<file path="src/rtl/mem_port_arbiter.sv">
// mem_port_arbiter: shares one memory port between instruction fetch and data.
// Define MEM_ARB_ROUND_ROBIN_EN to replace starvation-bounded data priority with round robin.
module mem_port_arbiter #(
    parameter int STARVE_MAX = 4
) (
    input  logic        clk,
    input  logic        rst_n,
    input  logic        if_req,
    input  logic [31:0] if_addr,
    output logic        if_ready,
    output logic        if_rvalid,
    output logic [31:0] if_rdata,
    input  logic        d_req,
    input  logic        d_we,
    input  logic [3:0]  d_be,
    input  logic [31:0] d_addr,
    input  logic [31:0] d_wdata,
    output logic        d_ready,
    output logic        d_rvalid,
    output logic [31:0] d_rdata,
    output logic        mem_req,
    output logic        mem_we,
    output logic [3:0]  mem_be,
    output logic [31:0] mem_addr,
    output logic [31:0] mem_wdata,
    input  logic        mem_gnt,
    input  logic        mem_rvalid,
    input  logic [31:0] mem_rdata,
    output logic        busy,
    output logic        err
);

    typedef enum logic [1:0] {
        ST_IDLE,
        ST_ISSUE,
        ST_WAIT
    } state_t;

    state_t      r_state;
    state_t      w_state_nxt;
    logic        r_own_f;
    logic        r_we;
    logic [3:0]  r_be;
    logic [31:0] r_addr;
    logic [31:0] r_wdata;
    logic        r_err;
    logic        w_pick_f;
    logic        w_gnt_f;
    logic        w_gnt_d;
    logic        w_rv_f;
    logic        w_rv_d;
    logic        w_unused;

    // Word fetches only: the byte offset of the fetch address is dropped.
    assign w_unused = &{1'b0, if_addr[1:0]};

`ifdef MEM_ARB_ROUND_ROBIN_EN
    logic r_last_f;

    assign w_pick_f = if_req && (!d_req || !r_last_f);

    always_ff @(posedge clk or negedge rst_n) begin
        if (!rst_n) begin
            r_last_f <= 1'b1;
        end else if (w_gnt_f || w_gnt_d) begin
            r_last_f <= w_gnt_f;
        end
    end
`else
    logic [3:0] r_starve;

    assign w_pick_f = if_req && (!d_req || (r_starve == 4'(STARVE_MAX)));

    always_ff @(posedge clk or negedge rst_n) begin
        if (!rst_n) begin
            r_starve <= 4'd0;
        end else if (w_gnt_f) begin
            r_starve <= 4'd0;
        end else if (w_gnt_d && if_req) begin
            r_starve <= r_starve + 4'd1;
        end
    end
`endif

    always_comb begin
        w_state_nxt = r_state;
        w_gnt_f     = 1'b0;
        w_gnt_d     = 1'b0;
        w_rv_f      = 1'b0;
        w_rv_d      = 1'b0;
        mem_req     = 1'b0;
        unique case (r_state)
            ST_IDLE: begin
                // Readys are combinational, so hold them off while in reset.
                if (rst_n && (if_req || d_req)) begin
                    w_gnt_f     = w_pick_f;
                    w_gnt_d     = !w_pick_f;
                    w_state_nxt = ST_ISSUE;
                end
            end
            ST_ISSUE: begin
                mem_req = 1'b1;
                if (mem_gnt) begin
                    w_state_nxt = ST_WAIT;
                end
            end
            ST_WAIT: begin
                if (mem_rvalid) begin
                    w_rv_f      = r_own_f;
                    w_rv_d      = !r_own_f;
                    w_state_nxt = ST_IDLE;
                end
            end
            default: begin
                w_state_nxt = ST_IDLE;
            end
        endcase
    end

    always_ff @(posedge clk or negedge rst_n) begin
        if (!rst_n) begin
            r_state <= ST_IDLE;
        end else begin
            r_state <= w_state_nxt;
        end
    end

    always_ff @(posedge clk or negedge rst_n) begin
        if (!rst_n) begin
            r_own_f <= 1'b0;
            r_we    <= 1'b0;
            r_be    <= 4'd0;
            r_addr  <= 32'd0;
            r_wdata <= 32'd0;
        end else if (w_gnt_f) begin
            r_own_f <= 1'b1;
            r_we    <= 1'b0;
            r_be    <= 4'hF;
            r_addr  <= {if_addr[31:2], 2'b00};
            r_wdata <= 32'd0;
        end else if (w_gnt_d) begin
            r_own_f <= 1'b0;
            r_we    <= d_we;
            r_be    <= d_be;
            r_addr  <= d_addr;
            r_wdata <= d_wdata;
        end
    end

    always_ff @(posedge clk or negedge rst_n) begin
        if (!rst_n) begin
            r_err <= 1'b0;
        end else if (mem_rvalid && (r_state != ST_WAIT)) begin
            r_err <= 1'b1;
        end
    end

    assign if_ready  = w_gnt_f;
    assign d_ready   = w_gnt_d;
    assign if_rvalid = w_rv_f;
    assign d_rvalid  = w_rv_d;
    assign if_rdata  = w_rv_f ? mem_rdata : 32'd0;
    assign d_rdata   = w_rv_d ? mem_rdata : 32'd0;
    assign mem_we    = r_we;
    assign mem_be    = r_be;
    assign mem_addr  = r_addr;
    assign mem_wdata = r_wdata;
    assign busy      = (r_state != ST_IDLE);
    assign err       = r_err;

endmodule
</file>
<file path="config.mk">
export PLATFORM = sky130hd
export DESIGN_NAME = mem_port_arbiter
export DESIGN_NICKNAME = d
export VERILOG_FILES = /design/src/rtl/mem_port_arbiter.sv
export SDC_FILE = /design/constraint.sdc
export NUM_CORES = 1
export LEC_CHECK = 0
export ABC_CLOCK_PERIOD_IN_PS = 1800
export CORE_ASPECT_RATIO = 1.2
export CORE_MARGIN = 5
export CORE_UTILIZATION = 35
export CTS_CLUSTER_DIAMETER = 100
export DETAILED_ROUTE_END_ITERATION = 6
export PLACE_DENSITY = 0.81
export SYNTH_ARGS = -nofsm -noshare
export SYNTH_HDL_FRONTEND = slang
export SYNTH_SLANG_ARGS = --single-unit
export TNS_END_PERCENT = 1
</file>
<file path="constraint.sdc">
create_clock -name clk -period 1.8 [get_ports clk]
set_input_delay 0.27 -clock clk [delete_from_list [all_inputs] [get_ports clk]]
set_output_delay 0.27 -clock clk [all_outputs]
set_load 0.02 [all_outputs]
</file>
After elaboration in Yosys (flattened, before gate mapping). Index checks and enable logic that the tools add are counted.

Register bits after elaboration: 77. Logic and storage cells: 57. Input bits: 139.

Equal/unequal tests: 7. Muxes and demuxes: 27. Reduce and logical (&&, ||, !) cells: 14. Add/sub/neg operators: 1.

Operator list (number): 2-to-1 mux 32 bit (6); 2-to-1 mux 4 bit (4); 2-to-1 mux 1 bit (13); != test 2 bit, second input constant (4); 2-to-1 mux 2 bit (3); one-hot mux 2 bit (3 select lines) (1); nonzero test 2 bit (3); adder 4 x 1 -> 4 bit, second input constant (1); == test 4 x 3 -> 1 bit, second input constant (1); logical AND 1 bit (4); zero test 1 bit (3); AND reduction 3 bit (1); == test 2 x 1 -> 1 bit, second input constant (1); == test 2 bit, second input constant (1); zero test 2 bit (1); logical OR 1 bit (2).

Longest topological paths before layout.
Depth in word-level cells: 9. Mapped depth: 7. Mapped depth without buffers: 6.

Worst setup path after synthesis. No wires, ideal clock.

Kind: reg2out. Start: reg r_state[0]. End: out d_rdata[22]. Required time: 1.530 ns. Path slack: 0.176 ns. Data arrival time: 1.354 ns. Buffers on the path: 1. Stages on the path, launching flop included: 5. Cells stage by stage: dfrtp_1 nand2b_2 nor3b_4 buf_6 and2_1.

Cells in the longest elaborated chain, start to end: 3.

RTL lines: start: declaration (line 39) `state_t r_state;`; start signal: assignment (line 124) `r_state <= w_state_nxt;`; == test 2 bit (line 92) `unique case (r_state)`; 2-to-1 mux 1 bit (line 92); net d_rvalid (line 19) `output logic d_rvalid,`; 2-to-1 mux 32 bit (line 163) `assign d_rdata = w_rv_d ? mem_rdata : 32'd0;`; end: declaration (line 20) `output logic [31:0] d_rdata,`.

The timed path passes the listed nets, and every way through them passes these cells.

Worst setup path in the final report.
Start: reg r_state[0]. End: out d_rdata[22].

Cells in the longest elaborated chain, start to end: 3.

RTL lines (line): == test 2 bit (92); 2-to-1 mux 1 bit (92); 2-to-1 mux 32 bit (163).

No other way between the ends.

==> run metrics <==
result of the run finished with violations; violations in the final reports negative setup slack; Max rail drop VDD about 0.73 mV; Antenna Violating Nets Remaining 0; final hold vios 0; placed cell area 0.00693 mm²; I/O Pins around 280; routed wire length per instance about 20 µm; LEAKAGE 3.22 nW; CP Capture Point d_rdata[22]; initial antenna violation count 2; number of max-cap violations 0; overall global routing resource usage a little under a quarter; primary flip-flop cell chosen by synthesis mapping sky130_fd_sc_hd__dfrtp_1; final total power around 9.3 mW; critical path arrival between 1.5 and 2 ns; share of synthesized flip-flops with an asynchronous set or reset between 90% and 100%; Die Height 126 µm; Pwr Density around 1200 mW/mm²; number of synthesized flops with an enable pin 0; fin crit period approximately 1.9 ns; number of nets at the end of the flow approximately 810; slowest stage cell, crit path sky130_fd_sc_hd__dfrtp_1; Top delay family on crit path simple AND/OR/NAND/NOR gates; CTS Buf Count 9; maximum cell stage delay along the critical path 0.39 ns; Worst Setup Slack post-DPL -0.455 ns; global-route wire length before repair approximately 25000 µm; total overflow reported by the global router 0; total nets after synthesis 520; endpoint kind of the worst setup timing path output port; final estimated routing congestion in global placement between 0.8 and 0.9; clock root buffer master sky130_fd_sc_hd__clkbuf_16; core box area 0.0110 mm²; via density per instance 5.38; Pre-antenna DRT Iters 4; endpoint of the most critical register-to-register path mem_addr[12]$_DFFE_PN0P_; cell repeated most along the worst path sky130_fd_sc_hd__buf_6; Synth warnings 0; final count of negative-setup-slack endpoints 33; critical path startpoint category flip-flop; CTS sink count between 70 and 80; mapped cell area approximately 0.004 mm²; post-synth cell types 40; DR vias around 4300; floorplan row count between 40 and 50; number of buffers and inverters on the critical path 3; list of cells traversed by the critical path nand2b_4, nor3b_4, buf_6, buf_12, and2_4, buf_6; cells taking the most area after synthesis sky130_fd_sc_hd__dfrtp_1, sky130_fd_sc_hd__and2_1, sky130_fd_sc_hd__a22o_1; crit path kind reg -> out; number of antenna diodes 0; total die area between 0.01 and 0.015 mm²; final WL 16100 µm; summed area of non-filler cells in the final layout about 0.0075 mm²; count of routing violations after the opening detailed-route iteration 170; dominant cell type by area after synthesis sky130_fd_sc_hd__dfrtp_1; CP Depth 6; CTS tree done; start point of the critical path r_state[0]$_DFFE_PN0P_; f_max a little over 0.5 GHz; slack of the worst reg-to-reg path between 0.1 and 0.15 ns; horizontal die dimension about 110 µm; Clock Path Buffers 2; worst-case headroom to the max-slew limit between 50% and 60%; initial standard-cell utilization of the core about 36%; origin of the critical flop-to-flop path r_starve[1]$_DFFE_PN0P_; clock transition at the registers of the reported paths approximately 0.06 ns; PnR worst setup slack -0.123 ns; top-count cell post-synth sky130_fd_sc_hd__dfrtp_1; Port-buffer cells roughly 280; Worst-Skew Late Latency between 0.3 and 0.4 ns; portion of the post-synthesis area used by sequential elements between 40% and 50%; worst clock skew between 0.009 and 0.01 ns; count of cells along the worst register-to-register path 6; final cycle utilization of the critical path 107%; flip-flop and latch count after synthesis 77; cell types with the highest counts after synthesis sky130_fd_sc_hd__dfrtp_1, sky130_fd_sc_hd__and2_1, sky130_fd_sc_hd__a22o_1; class of the tightest hold or removal check reg -> reg; WHS 0.472 ns; share of layout cells above drive strength 1 approximately a quarter; Final Slew Violations 0; Crit Path Max Fanout 16; vias in the first global route about 4600; growth of design area from synthesis to finish 89.6%; maximum number of pins on one net before global-route repair 55; DRC viols 0; Yosys top cell area share between 40% and 50%; RSZ-0062 raised after global routing true; Post-Synthesis Cells 379; worst-margin pin slew just over 0.7 ns; endpoint required time on the critical path 1.53 ns; HPWL reported at the end of detailed placement ~12000 µm; CTS H-tree lvls 3; Avg Inst Size Synth approximately 10 µm²
==> timing repair <==
action / CTS / global route
endpoints found under the hold margin: 23 / 0
endpoints found under the setup margin: 70 / 88
gates cloned: 2 / 0
setup buffers: 2 / 3
pin swaps: 9 / 17
gates resized for setup: 350 / 88
hold buffers: 1 / 0
==> state kept, by name, indices dropped and copies added (netlist names) <==
register and flops:
mem_addr 32, mem_be 4, r_state 2, mem_we 1, r_starve 4, err 1, mem_wdata 32, r_own_f 1
==> logic make-up after synthesis <==
| group | after synthesis | share of synthesized area (%) |
|---|---|---|
| AO/OA/AOI/OAI | 141 | 24.9 |
| adder cells (fa/ha/maj) | 2 | 0.633 |
| buffers and inverters | 43 | 6.37 |
| flip-flops | 77 | 48.8 |
| multiplexers | 2 | 0.538 |
| AND/OR/NAND/NOR | 114 | 18.8 |
==> routing by layer <==
| layer | GRT usage (%) | vias up | wire length [µm] |
|---|---|---|---|
| met5 | 0 | - | 32 |
| met4 | 11.7 | 4 | 684 |
| met3 | 8.84 | 49 | 1500 |
| met2 | 41.0 | 242 | 8280 |
| met1 | 23.9 | 2049 | 5610 |
| li1 | - | 1975 | - |
==> final cells by class <==
| cell class | instances | area [µm²] |
|---|---|---|
| flip-flops and latches | 77 | 1930 |
| clock buffers | 10 | 239 |
| repair buffers | 314 | 3150 |
| well taps | 132 | 165 |
| fillers | 865 | 3540 |
| multi-input cells | 259 | 1870 |
| clock inverters | 6 | 119 |
| inverters | 5 | 21.3 |
==> per-stage QoR <==
stage	std cells	utilization, %	setup TNS (ns)
5_1_grt	803	67.9	-5.73
3_5_place_dp	780	62.8	-27.52
2_1_floorplan	379	-	0
4_1_cts	801	65.8	-4.95
6_report	803	67.9	-3.18
3_3_place_gp	780	62.8	-25.63
==> cells in the final DEF (no fill, tap or decap), types with 2 or more instances in the layout <==
master,instances
sky130_fd_sc_hd__nor2_4,3
sky130_fd_sc_hd__a31oi_1,30
sky130_fd_sc_hd__clkdlybuf4s50_1,205
sky130_fd_sc_hd__nand2b_1,3
sky130_fd_sc_hd__dfrtp_1,76
sky130_fd_sc_hd__o2bb2ai_1,2
sky130_fd_sc_hd__buf_12,5
sky130_fd_sc_hd__buf_6,52
sky130_fd_sc_hd__and2_1,36
sky130_fd_sc_hd__buf_4,46
sky130_fd_sc_hd__clkbuf_16,9
sky130_fd_sc_hd__o211ai_1,30
sky130_fd_sc_hd__bufinv_16,3
sky130_fd_sc_hd__inv_2,4
sky130_fd_sc_hd__nand2_1,2
sky130_fd_sc_hd__clkinv_4,2
sky130_fd_sc_hd__a21oi_1,30
sky130_fd_sc_hd__and2_4,28
sky130_fd_sc_hd__a22o_1,35
sky130_fd_sc_hd__o21ai_0,4
sky130_fd_sc_hd__clkbuf_2,2
sky130_fd_sc_hd__nand3_1,30
sky130_fd_sc_hd__o22a_1,4
==> report_power, final <==
group / total (mW) / leakage (nW) / internal, mW / switching [mW]
Combinational: 4.32 / 2.12 / 2.19 / 2.13
Sequential: 2.79 / 0.922 / 2.38 / 0.410
Clock: 2.15 / 0.175 / 1.41 / 0.738
==> how the worst min path moves through the flow <==
stage	from	to	slack [ns]	cells after the start
after floorplan	rst_n	err$_DFFE_PN0P_	-0.03	0
after global placement	rst_n	r_starve[3]$_DFFE_PN0P_	0.32	2
after detailed placement	rst_n	r_starve[3]$_DFFE_PN0P_	0.32	2
after CTS	err$_DFFE_PN0P_	err$_DFFE_PN0P_	0.49	1
after global routing	rst_n	r_starve[1]$_DFFE_PN0P_	0.51	3
final	err$_DFFE_PN0P_	err$_DFFE_PN0P_	0.47	1
(Power assumes the default switching activity.)
==> edit 1, RTL diff (same settings) <==
Build with the macro `MEM_ARB_ROUND_ROBIN_EN` defined.
--- a/src/rtl/mem_port_arbiter.sv
+++ b/src/rtl/mem_port_arbiter.sv
@@ -1,4 +1,6 @@
 // mem_port_arbiter: shares one memory port between instruction fetch and data.
 // Define MEM_ARB_ROUND_ROBIN_EN to replace starvation-bounded data priority with round robin.
+`define MEM_ARB_ROUND_ROBIN_EN
+
 module mem_port_arbiter #(
     parameter int STARVE_MAX = 4
Function: changed (a bounded check fails within 4 cycles, from zero or initial values and one cycle with rst_n low).
==> edit 1 against the unedited design <==
- the run still ends with setup timing left
- non-clock buffer count shrank 11
- die area shrank 10%
- sequential share of layout area grew 1.8 points
- routed wire length shrank 13%
- sequential power shrank 2%
- core utilization grew 0.16 points
- area after synthesis shrank 11%
- clock power shrank 20%
- via count shrank 14%
- power shrank 8.6%
- sequential cell count shrank 3
- worst setup slack lost 17 ps
- worst hold slack lost 180 ps
- cell area shrank 10%
- largest cell class unchanged
==> edit 1: results (changes against the unedited design) <==
largest net degree at the start of global routing 75 (+36%); Hold WC Path Type in2async; reg2reg setup slack 90 ps (-30 ps); most frequent cells after synthesis dfrtp_1, and2_1, a22o_1, nand2_1, a221o_1; global-route wire length before repair 20,900 um (-15%); failing checks setup timing; R2R Path Start r_state[0]; slowest cell delay on critical path 410 ps (+20 ps); Nets 742 (-8.1%); Starting DRT DRC Count 144 (-15%); gpl congestion 0.7945 (-6.7%); Clock Skew 4.432 ps (-4.675 ps); worst slack at placement -473.6 ps (-18.56 ps); relative slew slack 38.35% (-15 points); Yosys cell types 32 (-20%); proportion of layout cells with a drive suffix above 1 20.76% (-4.7 points); leak pwr 0.003025 uW (-6.0%); critical path peak fanout 10 (-6); Post-Syn Nets 459 (-12%); final setup vio count 34 (+3.0%); status finished, violations left; post-DR vias/cell 5.090 (-5.4%); initial antenna violation count 0 (-2); sequential-to-total area share from yosys stat 52.91% (+4.1 points); Total Routing Usage GR 22.41% (-0.85 points); Routed wire per std cell 19.16 um (-4.5%); Register-to-Register Path Depth 7 (+1); setup ws final -140.4 ps (-17.33 ps); Setup TNS Final -3441 ps (-256.5 ps); number of global-route vias before repair 3,826 (-17%); r2r endpoint mem_addr[23]; Detail Placement HPWL 10,550 um (-14%); Worst Path Arrival 1670 ps (+20 ps); end of the critical path d_rdata[10]
-- edit 1: through the flow --
stage	cell area (um^2)	cells	util [%]	hold slack (ps)
2_1_floorplan	3502	320	-	-25.59
3_3_place_gp	6469	714	65.28	449.5
3_5_place_dp	6469	714	65.28	460.0
4_1_cts	6576	733	66.36	314.2
5_1_grt	6743	733	68.04	390.3
6_report	6743	733	68.04	292.9
-- edit 1: power by group --
group	internal [uW]	switching, uW
Combinational	2090	1900
Sequential	2330	407
Clock	1060	670
Total	5480	2980
-- edit 1: what timing repair did --
item / 4_1_cts / 5_1_grt
setup buffers: 2 / 0
pin swaps: 2 / 2
setup endpoints to repair: 70 / 70
gates resized for setup: 319 / 58
gates cloned: 2 / 0
-- edit 1: cell families after synthesis --
kind of cell | synth area share, %
flip-flops | 52.91
AND/OR/NAND/NOR | 22.22
buffers and inverters | 5.037
multiplexers | 0.3215
AO/OA/AOI/OAI | 19.51
-- edit 1: cell type report --
cell class | instances | area (um^2)
Inverter | 1 | 3.754
Timing Repair Buffer | 303 | 2938
Clock inverter | 5 | 56.30
Fill cell | 786 | 3167
Sequential cell | 74 | 1854
Tap cell | 126 | 157.7
Multi-Input combinational cell | 214 | 1504
Clock buffer | 10 | 229.0
-- edit 1: worst register-to-register path, stage by stage (launching register included) --
cell and delay [ps]:
dfrtp_1 410, buf_4 160, nor3b_2 200, buf_4 140, buf_4 110, o21ai_4 70
buf_12 180, a221o_1 330
-- edit 1: how the worst min path moves through the flow --
stage,from,cells past startpoint,end,slack (ps)
final,rst_n,3,err,290
after global routing,rst_n,3,mem_wdata[1],390
after CTS,rst_n,3,mem_wdata[13],310
after detailed placement,err,1,err,460
after global placement,err,1,err,450
after floorplan,rst_n,0,err,-30
-- edit 1: metal layers --
layer | routed length [um] | up-vias | GRT usage, %
li1 | - | 1729 | -
met1 | 4822 | 1782 | 24.07
met2 | 7417 | 186 | 40.34
met3 | 1299 | 34 | 5.756
met4 | 505 | 0 | 10.22
met5 | 0 | - | 0
==> edit 2, RTL diff (same flow settings) <==
Made on the original files. Register the output `err` once more, with the module's reset; this adds one clock of latency there. The other outputs are not delayed to match.
--- a/src/rtl/mem_port_arbiter.sv
+++ b/src/rtl/mem_port_arbiter.sv
@@ -167,5 +167,11 @@
     assign mem_wdata = r_wdata;
     assign busy      = (r_state != ST_IDLE);
-    assign err       = r_err;
+    always_ff @(posedge clk or negedge rst_n) begin
+        if (!rst_n) begin
+            err <= '0;
+        end else begin
+            err <= r_err;
+        end
+    end
 
 endmodule
Formal check against the unedited RTL: not equivalent (a bounded check fails within 4 cycles, from zero or initial values and one cycle with rst_n low).
==> edit 2 against the unedited design <==
- the run still ends with setup timing left
- global-route usage decreased by 0.34 points
- worst setup slack improved by 8.8 ps
- via count increased by 0.53%
- power decreased by 4.8%
- cell area decreased by 1.4%
- sequential share of layout area increased by 0.70 points
- area after synthesis increased by 0.63%
- combinational power decreased by 1%
- sequential cell count increased by 1
- routed wire length decreased by 1.3%
- clock skew decreased by 1.2 ps
==> edit 2: results (changes against the unedited design) <==
number of global-route vias before repair 4,580 (-0.59%); GR met3 Demand/Resource 8.079% (-0.76 points); Placement Cell Area 6967 um^2 (+0.54%); failing checks setup timing; critical path peak fanout 17 (+1); worst slack at placement -483.4 ps (-28.42 ps); GR Util met2 40.48% (-0.51 points); final setup vio count 35 (+6.1%); largest net degree at the start of global routing 48 (-13%); Post-Syn Nets 521 (+0.19%); Max VDD drop 0.7500 mV (+2.4%); leak pwr 0.003153 uW (-2.1%); Clock Skew 7.954 ps (-1.153 ps); Starting DRT DRC Count 213 (+25%); Register-to-Register Path Depth 7 (+1); fill cell count 866 (+0.12%); most frequent cells after synthesis dfrtp_1, and2_1, a22o_1; reg2reg setup slack 70 ps (-50 ps); Routed wire per std cell 19.32 um (-3.7%); status finished, violations left; Switching Share 37.06% (+1.6 points); post-DR vias/cell 5.276 (-1.9%); Reg area 1953 um^2 (+1.3%); setup ws final -114.3 ps (+8.779 ps); Area contributors post-synth dfrtp_1, and2_1, a22o_1; relative slew slack 61.07% (+8.1 points); gpl congestion 0.8070 (-5.3%); Detail Placement HPWL 12,000 um (-1.8%); Nets 805 (-0.25%)
-- edit 2: cell type report --
type / instances / area share (%)
timing repair buffer: 311 / 42.02
sequential: 78 / 26.44
clock buffer: 10 / 3.235
multi-input combinational: 259 / 24.80
tap: 154 / 2.608
inverter: 5 / 0.2879
clock inverter: 6 / 0.6098
-- edit 2: power groups by stage --
stage                     Sequential (uW)  Clock [uW]  Combinational [uW]
final                                2810        1730                4270
after global routing                 2890        1830                4520
after CTS                            2820        1760                4210
after detailed placement             2820           0                4160
after global placement               2790           0                4090
after floorplan                      3540           0                1220
-- edit 2: per-layer routing --
metal / share of wire, % / wire length (um)
met2: 51 / 8122
met3: 9.7 / 1541
met1: 36 / 5666
met4: 3.5 / 552
met5: 0.13 / 21
-- edit 2: cells by family (layout without fill, tap and decap cells) --
logic type,after synthesis,count (layout)
AND/OR/NAND/NOR,114,114
flip-flops,78,78
adder cells (fa/ha/maj),2,2
multiplexers,2,2
AO/OA/AOI/OAI,141,141
buffers and inverters,43,332
-- edit 2: how the worst max path moves through the flow --
stage	end	depth (start not counted)	startpoint	slack (ps)
after floorplan	d_rdata[22]	4	r_state[0]	180
after global routing	d_rdata[31]	6	r_state[0]	-190
after detailed placement	if_rdata[26]	5	mem_rvalid	-480
after CTS	busy	5	r_state[1]	-170
final	d_rdata[31]	6	r_state[0]	-110
after global placement	d_rdata[14]	5	mem_rvalid	-430
-- edit 2: per-stage QoR --
stage	setup TNS [ps]	std cells	power [uW]	hold WS [ps]
global placement	-26940	801	6878	106.2
finish	-3068	823	8819	11.90
floorplan	0	380	4755	-25.59
detailed placement	-28860	801	6974	106.0
CTS	-3521	820	8783	24.50
global route	-6685	823	9249	50.20
-- edit 2: what timing repair did --
item,4_1_cts,5_1_grt
pin swaps,1,13
hold buffers,1,0
resized for setup,319,95
setup buffers,1,3
endpoints found under the hold margin,4,0
setup endpoints to repair,70,81
cloned,1,0
